--- src/rtl/alu_pkg.sv ---
// alu_pkg - shared types and helpers for the iterative execute-stage ALU.
//
// Contents:
//   alu_op_e         4-bit opcode encoding (codes 11-15 are unassigned and execute as ADD)
//   alu_state_e      handshake FSM states of alu_iter
//   ALU_DEFAULT_WIDTH default operand width
//   alu_sh_width()   shift-amount width for a given operand width
package alu_pkg;

    typedef enum logic [3:0] {
        OpAdd  = 4'd0,
        OpSub  = 4'd1,
        OpNot  = 4'd2,
        OpSll  = 4'd3,
        OpSrl  = 4'd4,
        OpAnd  = 4'd5,
        OpOr   = 4'd6,
        OpSltu = 4'd7,
        OpMul  = 4'd8,
        OpDivu = 4'd9,
        OpRemu = 4'd10
    } alu_op_e;

    typedef enum logic [1:0] {
        StIdle,
        StBusy,
        StDone
    } alu_state_e;

    localparam int unsigned ALU_DEFAULT_WIDTH = 32;

    // Number of low bits of b that form a shift amount.
    function automatic int unsigned alu_sh_width(input int unsigned width);
        return $clog2(width);
    endfunction

endpackage

--- src/rtl/alu_muldiv_iter.sv ---
// alu_muldiv_iter - iterative unsigned multiplier / restoring divider.
//
// One step per cycle, WIDTH steps per operation. Only instantiated when
// ALU_MULDIV_EN is defined.
//
// Ports:
//   clk     clock
//   reset   synchronous active-high reset; aborts any operation in flight
//   start   load operands and begin (only issued while idle)
//   op      OpMul, OpDivu or OpRemu
//   a, b    operands (multiplicand/multiplier, dividend/divisor)
//   done    high in the cycle of the final step
//   result  valid while done; combinational from the final step
module alu_muldiv_iter
    import alu_pkg::*;
#(
    parameter int unsigned WIDTH = ALU_DEFAULT_WIDTH
) (
    input  logic             clk,
    input  logic             reset,
    input  logic             start,
    input  logic [3:0]       op,
    input  logic [WIDTH-1:0] a,
    input  logic [WIDTH-1:0] b,
    output logic             done,
    output logic [WIDTH-1:0] result
);

    localparam int unsigned SH = alu_sh_width(WIDTH);

    logic             busy_q, busy_d;
    logic [SH-1:0]    cnt_q, cnt_d;
    alu_op_e          op_q, op_d;
    // acc: product accumulator (MUL) or partial remainder (DIV/REM).
    // opa: multiplier shifting right (MUL) or dividend/quotient shifting left (DIV/REM).
    // opb: multiplicand shifting left (MUL) or divisor (DIV/REM).
    logic [WIDTH-1:0] acc_q, acc_d;
    logic [WIDTH-1:0] opa_q, opa_d;
    logic [WIDTH-1:0] opb_q, opb_d;

    logic [WIDTH-1:0] mul_acc;
    logic [WIDTH:0]   rem_sh;
    logic [WIDTH-1:0] rem_sub;
    logic             rem_ge;
    logic [WIDTH-1:0] div_rem;
    logic [WIDTH-1:0] div_quo;

    // Single step of both algorithms. A zero divisor needs no special case:
    // every trial subtract succeeds (quotient all-ones) and the remainder
    // simply collects the dividend bits, ending equal to a.
    always_comb begin
        mul_acc = acc_q + (opa_q[0] ? opb_q : '0);
        rem_sh  = {acc_q, opa_q[WIDTH-1]};
        rem_ge  = rem_sh >= {1'b0, opb_q};
        // True difference is below 2^WIDTH whenever it is used.
        rem_sub = rem_sh[WIDTH-1:0] - opb_q;
        div_rem = rem_ge ? rem_sub : rem_sh[WIDTH-1:0];
        div_quo = {opa_q[WIDTH-2:0], rem_ge};
    end

    always_comb begin
        busy_d = busy_q;
        cnt_d  = cnt_q;
        op_d   = op_q;
        acc_d  = acc_q;
        opa_d  = opa_q;
        opb_d  = opb_q;
        if (start) begin
            busy_d = 1'b1;
            cnt_d  = SH'(WIDTH - 1);
            op_d   = alu_op_e'(op);
            acc_d  = '0;
            opa_d  = (alu_op_e'(op) == OpMul) ? b : a;
            opb_d  = (alu_op_e'(op) == OpMul) ? a : b;
        end else if (busy_q) begin
            if (cnt_q == '0) begin
                busy_d = 1'b0;
            end else begin
                cnt_d = cnt_q - 1'b1;
            end
            if (op_q == OpMul) begin
                acc_d = mul_acc;
                opa_d = opa_q >> 1;
                opb_d = opb_q << 1;
            end else begin
                acc_d = div_rem;
                opa_d = div_quo;
            end
        end
    end

    always_ff @(posedge clk) begin
        if (reset) begin
            busy_q <= 1'b0;
            cnt_q  <= '0;
            op_q   <= OpAdd;
            acc_q  <= '0;
            opa_q  <= '0;
            opb_q  <= '0;
        end else begin
            busy_q <= busy_d;
            cnt_q  <= cnt_d;
            op_q   <= op_d;
            acc_q  <= acc_d;
            opa_q  <= opa_d;
            opb_q  <= opb_d;
        end
    end

    assign done = busy_q && (cnt_q == '0);

    always_comb begin
        unique case (op_q)
            OpMul:   result = mul_acc;
            OpDivu:  result = div_quo;
            default: result = div_rem;
        endcase
    end

endmodule

--- src/rtl/alu_iter.sv ---
// alu_iter - handshaked execute-stage ALU with optional iterative MUL/DIVU/REMU.
//
// Build option: define ALU_MULDIV_EN to include the iterative multiply/divide
// datapath and the BUSY state. Without it, opcodes 8-10 execute as ADD.
//
// Ports:
//   clk        clock
//   reset      synchronous active-high reset
//   in_valid   operation presented on alu_op/a/b
//   in_ready   operation can be accepted this cycle (combinational from out_ready)
//   alu_op     opcode, see alu_pkg::alu_op_e
//   a, b       operands
//   out_valid  result/zero valid
//   out_ready  consumer takes the result this cycle
//   result     registered result
//   zero       registered, high when result is 0
module alu_iter
    import alu_pkg::*;
#(
    parameter int unsigned WIDTH = ALU_DEFAULT_WIDTH
) (
    input  logic             clk,
    input  logic             reset,
    input  logic             in_valid,
    output logic             in_ready,
    input  logic [3:0]       alu_op,
    input  logic [WIDTH-1:0] a,
    input  logic [WIDTH-1:0] b,
    output logic             out_valid,
    input  logic             out_ready,
    output logic [WIDTH-1:0] result,
    output logic             zero
);

    localparam int unsigned SH = alu_sh_width(WIDTH);

    alu_state_e       state_q, state_d;
    logic [WIDTH-1:0] result_q, result_d;
    logic             zero_q, zero_d;
    logic             accept;
    logic [WIDTH-1:0] single_res;
    alu_op_e          op;

    assign op = alu_op_e'(alu_op);

    // Single-cycle datapath; unassigned codes (and 8-10 without muldiv) add.
    always_comb begin
        case (op)
            OpSub:   single_res = a - b;
            OpNot:   single_res = ~a;
            OpSll:   single_res = a << b[SH-1:0];
            OpSrl:   single_res = a >> b[SH-1:0];
            OpAnd:   single_res = a & b;
            OpOr:    single_res = a | b;
            OpSltu:  single_res = {{(WIDTH-1){1'b0}}, (a < b)};
            default: single_res = a + b;
        endcase
    end

`ifdef ALU_MULDIV_EN
    logic             op_multi;
    logic             start;
    logic             md_done;
    logic [WIDTH-1:0] md_result;

    assign op_multi = (op == OpMul) || (op == OpDivu) || (op == OpRemu);

    alu_muldiv_iter #(
        .WIDTH (WIDTH)
    ) u_muldiv (
        .clk    (clk),
        .reset  (reset),
        .start  (start),
        .op     (alu_op),
        .a      (a),
        .b      (b),
        .done   (md_done),
        .result (md_result)
    );
`endif

    always_comb begin
        state_d  = state_q;
        result_d = result_q;
        zero_d   = zero_q;
`ifdef ALU_MULDIV_EN
        start    = 1'b0;
`endif
        // DONE with out_ready lets a new op in on the same cycle the old
        // result leaves, giving one op per cycle for single-cycle ops.
        in_ready = (state_q == StIdle) || ((state_q == StDone) && out_ready);
        accept   = in_valid && in_ready;
        case (state_q)
            StIdle, StDone: begin
                if ((state_q == StDone) && out_ready) begin
                    state_d = StIdle;
                end
                if (accept) begin
`ifdef ALU_MULDIV_EN
                    if (op_multi) begin
                        start   = 1'b1;
                        state_d = StBusy;
                    end else
`endif
                    begin
                        result_d = single_res;
                        zero_d   = (single_res == '0);
                        state_d  = StDone;
                    end
                end
            end
`ifdef ALU_MULDIV_EN
            StBusy: begin
                if (md_done) begin
                    result_d = md_result;
                    zero_d   = (md_result == '0);
                    state_d  = StDone;
                end
            end
`endif
            default: state_d = StIdle;
        endcase
    end

    always_ff @(posedge clk) begin
        if (reset) begin
            state_q  <= StIdle;
            result_q <= '0;
            zero_q   <= 1'b0;
        end else begin
            state_q  <= state_d;
            result_q <= result_d;
            zero_q   <= zero_d;
        end
    end

    assign out_valid = (state_q == StDone);
    assign result    = result_q;
    assign zero      = zero_q;

endmodule

--- config.mk ---
export PLATFORM = sky130hd
export DESIGN_NAME = alu_iter
export DESIGN_NICKNAME = d
export VERILOG_FILES = /design/src/rtl/alu_pkg.sv /design/src/rtl/alu_muldiv_iter.sv /design/src/rtl/alu_iter.sv
export SDC_FILE = /design/constraint.sdc
export NUM_CORES = 1
export LEC_CHECK = 0
export CAP_MARGIN = 0
export CORE_MARGIN = 2
export CORE_UTILIZATION = 34
export CTS_BUF_LIST = sky130_fd_sc_hd__clkbuf_2 sky130_fd_sc_hd__clkbuf_4 sky130_fd_sc_hd__clkbuf_8
export DETAILED_ROUTE_END_ITERATION = 7
export PLACE_DENSITY = 0.66
export SETUP_SLACK_MARGIN = 0.2
export SYNTH_ARGS = -nofsm -noshare
export SYNTH_HDL_FRONTEND = slang
export SYNTH_SLANG_ARGS = --single-unit
--- constraint.sdc ---
create_clock -name clk -period 4.24 [get_ports clk]
set_input_delay 0.424 -clock clk [delete_from_list [all_inputs] [get_ports clk]]
set_output_delay 0.424 -clock clk [all_outputs]
set_load 0.03 [all_outputs]
Yosys cells after proc, flatten, opt, wreduce, memory -nomap -nowiden --
Cells that the tools add are included. W data, S select, Z words.
Operators by class: $add $sub $neg 2, magnitude comparators 1, equal/unequal tests 7, shift operators 2, mux-type cells 3, bitwise operators 4, reductions and logical operators 9
Operator list (count):
- $pmux W32 S7 | 1
- $add A32 B32 Y32 | 1
- $and A32 B32 Y32 | 1
- $logic_not A32 Y1 | 1
- $lt A32 B32 Y1 | 1
- $not A32 Y32 | 1
- $or A32 B32 Y32 | 1
- $shl A32 B5 Y32 | 1
- $shr A32 B5 Y32 | 1
- $sub A32 B32 Y32 | 1
- $eq A4 B3 Y1 const B | 4
- $eq A4 B2 Y1 const B | 2
- $eq A4 B1 Y1 const B | 1
- $mux W2 | 2
- $reduce_or A2 Y1 | 2
- $logic_and A1 B1 Y1 | 2
- $logic_not A2 Y1 | 1
- $reduce_and A2 Y1 | 1
- $reduce_bool A2 Y1 | 1
- $logic_or A1 B1 Y1 | 1
- $not A1 Y1 | 1
Storage, ports and cells: register bits after elaboration 34, output and inout bits 35

Longest topological paths before layout --
depth in word-level cells 4, gate-level depth with buffers 17, depth with buffers taken out 14

Least setup slack after synthesis --
No wires, ideal clock.
kind input -> register, start point input b[2], end point register zero_q (netlist: zero), library setup time 0.069 ns, arrival 4.427 ns, data required time 4.171 ns, setup slack -0.256 ns, stages 16, buffers on the path 4, path through clkbuf_1 > inv_1 > buf_1 > clkbuf_1 > buf_1 > ha_1 > o21ai_0 > o21a_1 > or3_1 > a311oi_1 > mux2_2 > a221o_1 > or4_1 > nor4_2 > nand4_1 > o21ai_1
On the way: word-level cells in the longest chain between the ends 3
RTL lines:
- from (decl) | RTL line alu_iter.sv:28 | input logic [WIDTH-1:0] b,
- $add A32 B32 Y32, or another cell as far along | RTL line alu_iter.sv:56 | default: single_res = a + b;
- $pmux W32 S7 * | RTL line alu_iter.sv:48 | case (op)
- $logic_not A32 Y1 * | RTL line alu_iter.sv:107 | zero_d = (single_res == '0);
- to (signal assigned) | RTL line alu_iter.sv:133 | zero_q <= zero_d;
- to (decl) | RTL line alu_iter.sv:39 | logic zero_q, zero_d;
Mark *: on every way between the ends. The rest lies on a longest branch, timed or not. A chain may end at the register's enable or synchronous reset.

Worst setup path after layout --
start point input a[18], end point register zero_q (netlist: zero)
On the way: word-level cells in the longest chain between the ends 3
RTL lines:
- from (decl) | RTL line alu_iter.sv:27 | input logic [WIDTH-1:0] a,
- $add A32 B32 Y32, or another cell as far along | RTL line alu_iter.sv:56
- $pmux W32 S7 * | RTL line alu_iter.sv:48
- $logic_not A32 Y1 * | RTL line alu_iter.sv:107
Marks and branches as above.

==> reports/metrics.yaml <==
routedWlPerCell_um: 26.6
tns_ps: 0
insertion_delay_ps: 300
path_clk_slew_ps: 80
clockPowerShare_pct: 10.1
netlist.top_cell.by_area: "ha_1"
ctsHoldBuffers: 0
clock-sinks: 34
switchingPower_mw: 1.32
slew_violations: 0
rr_startpoint: "state_q[1]"
synth_area_leaders: "ha_1 12%, mux4_2 8.8%, dfxtp_1 6.5%"
crit_arrival_ps: 4180
holdCritPathClass: "register to register"
fin_crit_sh_pct: 93.0
power_frac_comb_pct: 76.3
switching_share_pct: 49.3
placed_cell_area_sq_um: 13900
fin_skew_ps: 6.03
drt-initial-drc-count: 1657
relSlewSlack_pct: 31.0
grt_pass1_vias: 13000
dr.pass1.iters: 6
ant_nets: 0
cts_buffer_depth: 2
grt_overflow: 0
ios: 107
worstMarginPinSlew_ps: 1030
grt_setup_unrepaired: "yes"
dp_hpwl_mm: 46.8
crit_path_start: "a[18]"
synth_xor_area_share_pct: 1.09
yosys-top-cells-count: "154 x nor2_1, 149 x nand2_1, 125 x a21oi_1"
peakVddDrop_v: 0.000113
gp_congestion: 0.999
die_w_um: 179
post_drt_via_cell_ratio: 6.28
synthSimpleGateAreaFrac_pct: 24.0
min_period_ps: 3940
min_from: "result[15]"
cap_violations: 0
synth.most_common_cell: "nor2_1"
ys_types: 85
track_usage_pct: 35.5
worstHoldPathCells: 2
layout-drive-gt1-share_pct: 25.2
mappedNetlistArea_sq_um: 10400
worstPathRequired_ps: 4480
hold_violations: 0
pwr-share-seq_pct: 13.6
cts_htree_levels: 2
syn_to_final_growth_pct: 37.3
yosysWarningCount: 0
syn_area_per_cell_sq_um: 6.97
synth_seq_area_share_pct: 6.52
cp_max_fo: 8
ys_ff_latch: 34
synth_top_area_share_pct: 11.6
antenna_found_initial: 1
routed-via-count: 13700
regToRegSetupSlack_ps: 1760
p_per_area_nw_per_um2: 186
die_h_um: 179
final_nets: 1958
crit_path_end_kind: "register"
setup_viol: 0
grt_pass1_wl_mm: 84.4
status: "completed"
drc: 0
final_area_sq_um: 14300
max_freq_mhz: 254
r2r-end: "zero"
drt-total-wl_mm: 58.1
synth_ff_type: "dfxtp_1"
reg2reg_depth: 11
start_util_pct: 34.3
p_leak_nw: 6.15
core_area_sq_um: 30400
synth_edf_count: 0
cts_tree: "done"
synth-compound-area-share_pct: 31.4
cts_buffers: 5
synthAdderAreaFrac_pct: 12.0
synth-async-reset-ratio_pct: 0
synth_fp_nets: 1668
placementRows: 64
hold_end: "result[15]"
synthMuxAreaShare_pct: 16.7
intPower_mw: 1.35
synth_top_family_by_area: "compound AO/OA/AOI/OAI gates"
dieArea_sq_um: 32100
critPathLaunchType: "input pin"
grt_max_degree: 58
root_buffer: "clkbuf_8"
critPathKind: "input pin to register"
port_buffers: 106
syn_inst: 1497
state kept, by name, summed over array words and instances (netlist names):
name / cells
result: 32
zero: 1
state_q: 1
through the flow:
step | hold WS [ps] | setup slack (ps) | std cells | power (mW) | utilization [%]
floorplan | 553 | 216 | 1497 | 1.38 | -
global placement | 447 | -320 | 2172 | 2.29 | 45.6
detailed placement | 452 | -324 | 2172 | 2.29 | 45.6
CTS | 462 | 202 | 2183 | 2.59 | 46.5
global route | 481 | 154 | 2184 | 2.81 | 47.1
finish | 458 | 299 | 2185 | 2.67 | 47.1
per-layer routing:
layer / vias to the layer above / wire, um / global-route usage, %
met2: 813 / 24800 / 54.9
met3: 162 / 5610 / 6.45
met4: 0 / 3730 / 18.1
li1: 6201 / - / -
met5: - / 0 / 0
met1: 6536 / 24000 / 47.2
critical path, cell delays in order:
cell and delay (ps):
clkdlybuf4s50_1 480, buf_4 190, buf_4 180, mux4_2 490
mux2i_1 160, o22ai_1 150, nor4_2 390, buf_4 220
a211oi_1 70, o21ai_0 180, buf_4 170, nand2_1 60
or4_4 520, nor4_4 230, nand4_1 120, o21ai_1 140
cell usage in the layout (no fill, tap or decap), drive strengths merged, types with 11 or more instances in the layout:
cell	count
inv	101
mux2i	55
mux4	41
or2	13
a21oi	126
nand2b	12
o211ai	28
nor4	15
o311ai	11
o22ai	18
buf	304
nand3	38
a21o	11
dfxtp	34
a31oi	19
nor2	154
ha	97
o21ai	75
a211oi	44
or3	16
and2	17
clkdlybuf4s50	94
nand2	149
o221ai	12
nor2b	14
nor3	46
o31ai	19
nand4	13
mux2	24
final cells by class:
type,count,area (sq um)
fillers,3173,16100
multi-input cells,1239,9240
repair buffers,406,3440
flip-flops and latches,34,681
well taps,396,495
inverters,101,379
clock buffers,7,90.1
clock inverters,1,5.00
diodes,1,2.50
what timing repair did:
item	in CTS	in global routing
buffers inserted	3	1
setup endpoints to repair	2	7
pin swaps	12	17
resized for setup	23	41
power groups by stage:
stage          registers, mW  clock network, mW  logic (mW)
3_5_place_dp           0.371                  0        1.92
6_report               0.364              0.269        2.04
4_1_cts                0.364              0.272        1.96
3_3_place_gp           0.370                  0        1.92
2_1_floorplan          0.426                  0       0.949
5_1_grt                0.367              0.291        2.16
how the worst max path moves through the flow:
stage,to,slack (ps),cells past startpoint
after floorplan,zero,220,16
after global routing,zero,150,15
after detailed placement,zero,-320,14
after global placement,zero,-320,14
after CTS,zero,200,15
final,zero,300,16
logic make-up (layout without fill, tap and decap cells):
family,Yosys count,in the layout
and+or+nand+nor,526,526
AOI/OAI and AO/OA,481,481
buffers and inverters,224,515
muxes,120,120
adders and majority gates,99,99
DFF,34,34
xor gates and xnor gates,13,13
other,0,1
No activity file was read; power rests on OpenSTA's default activity.
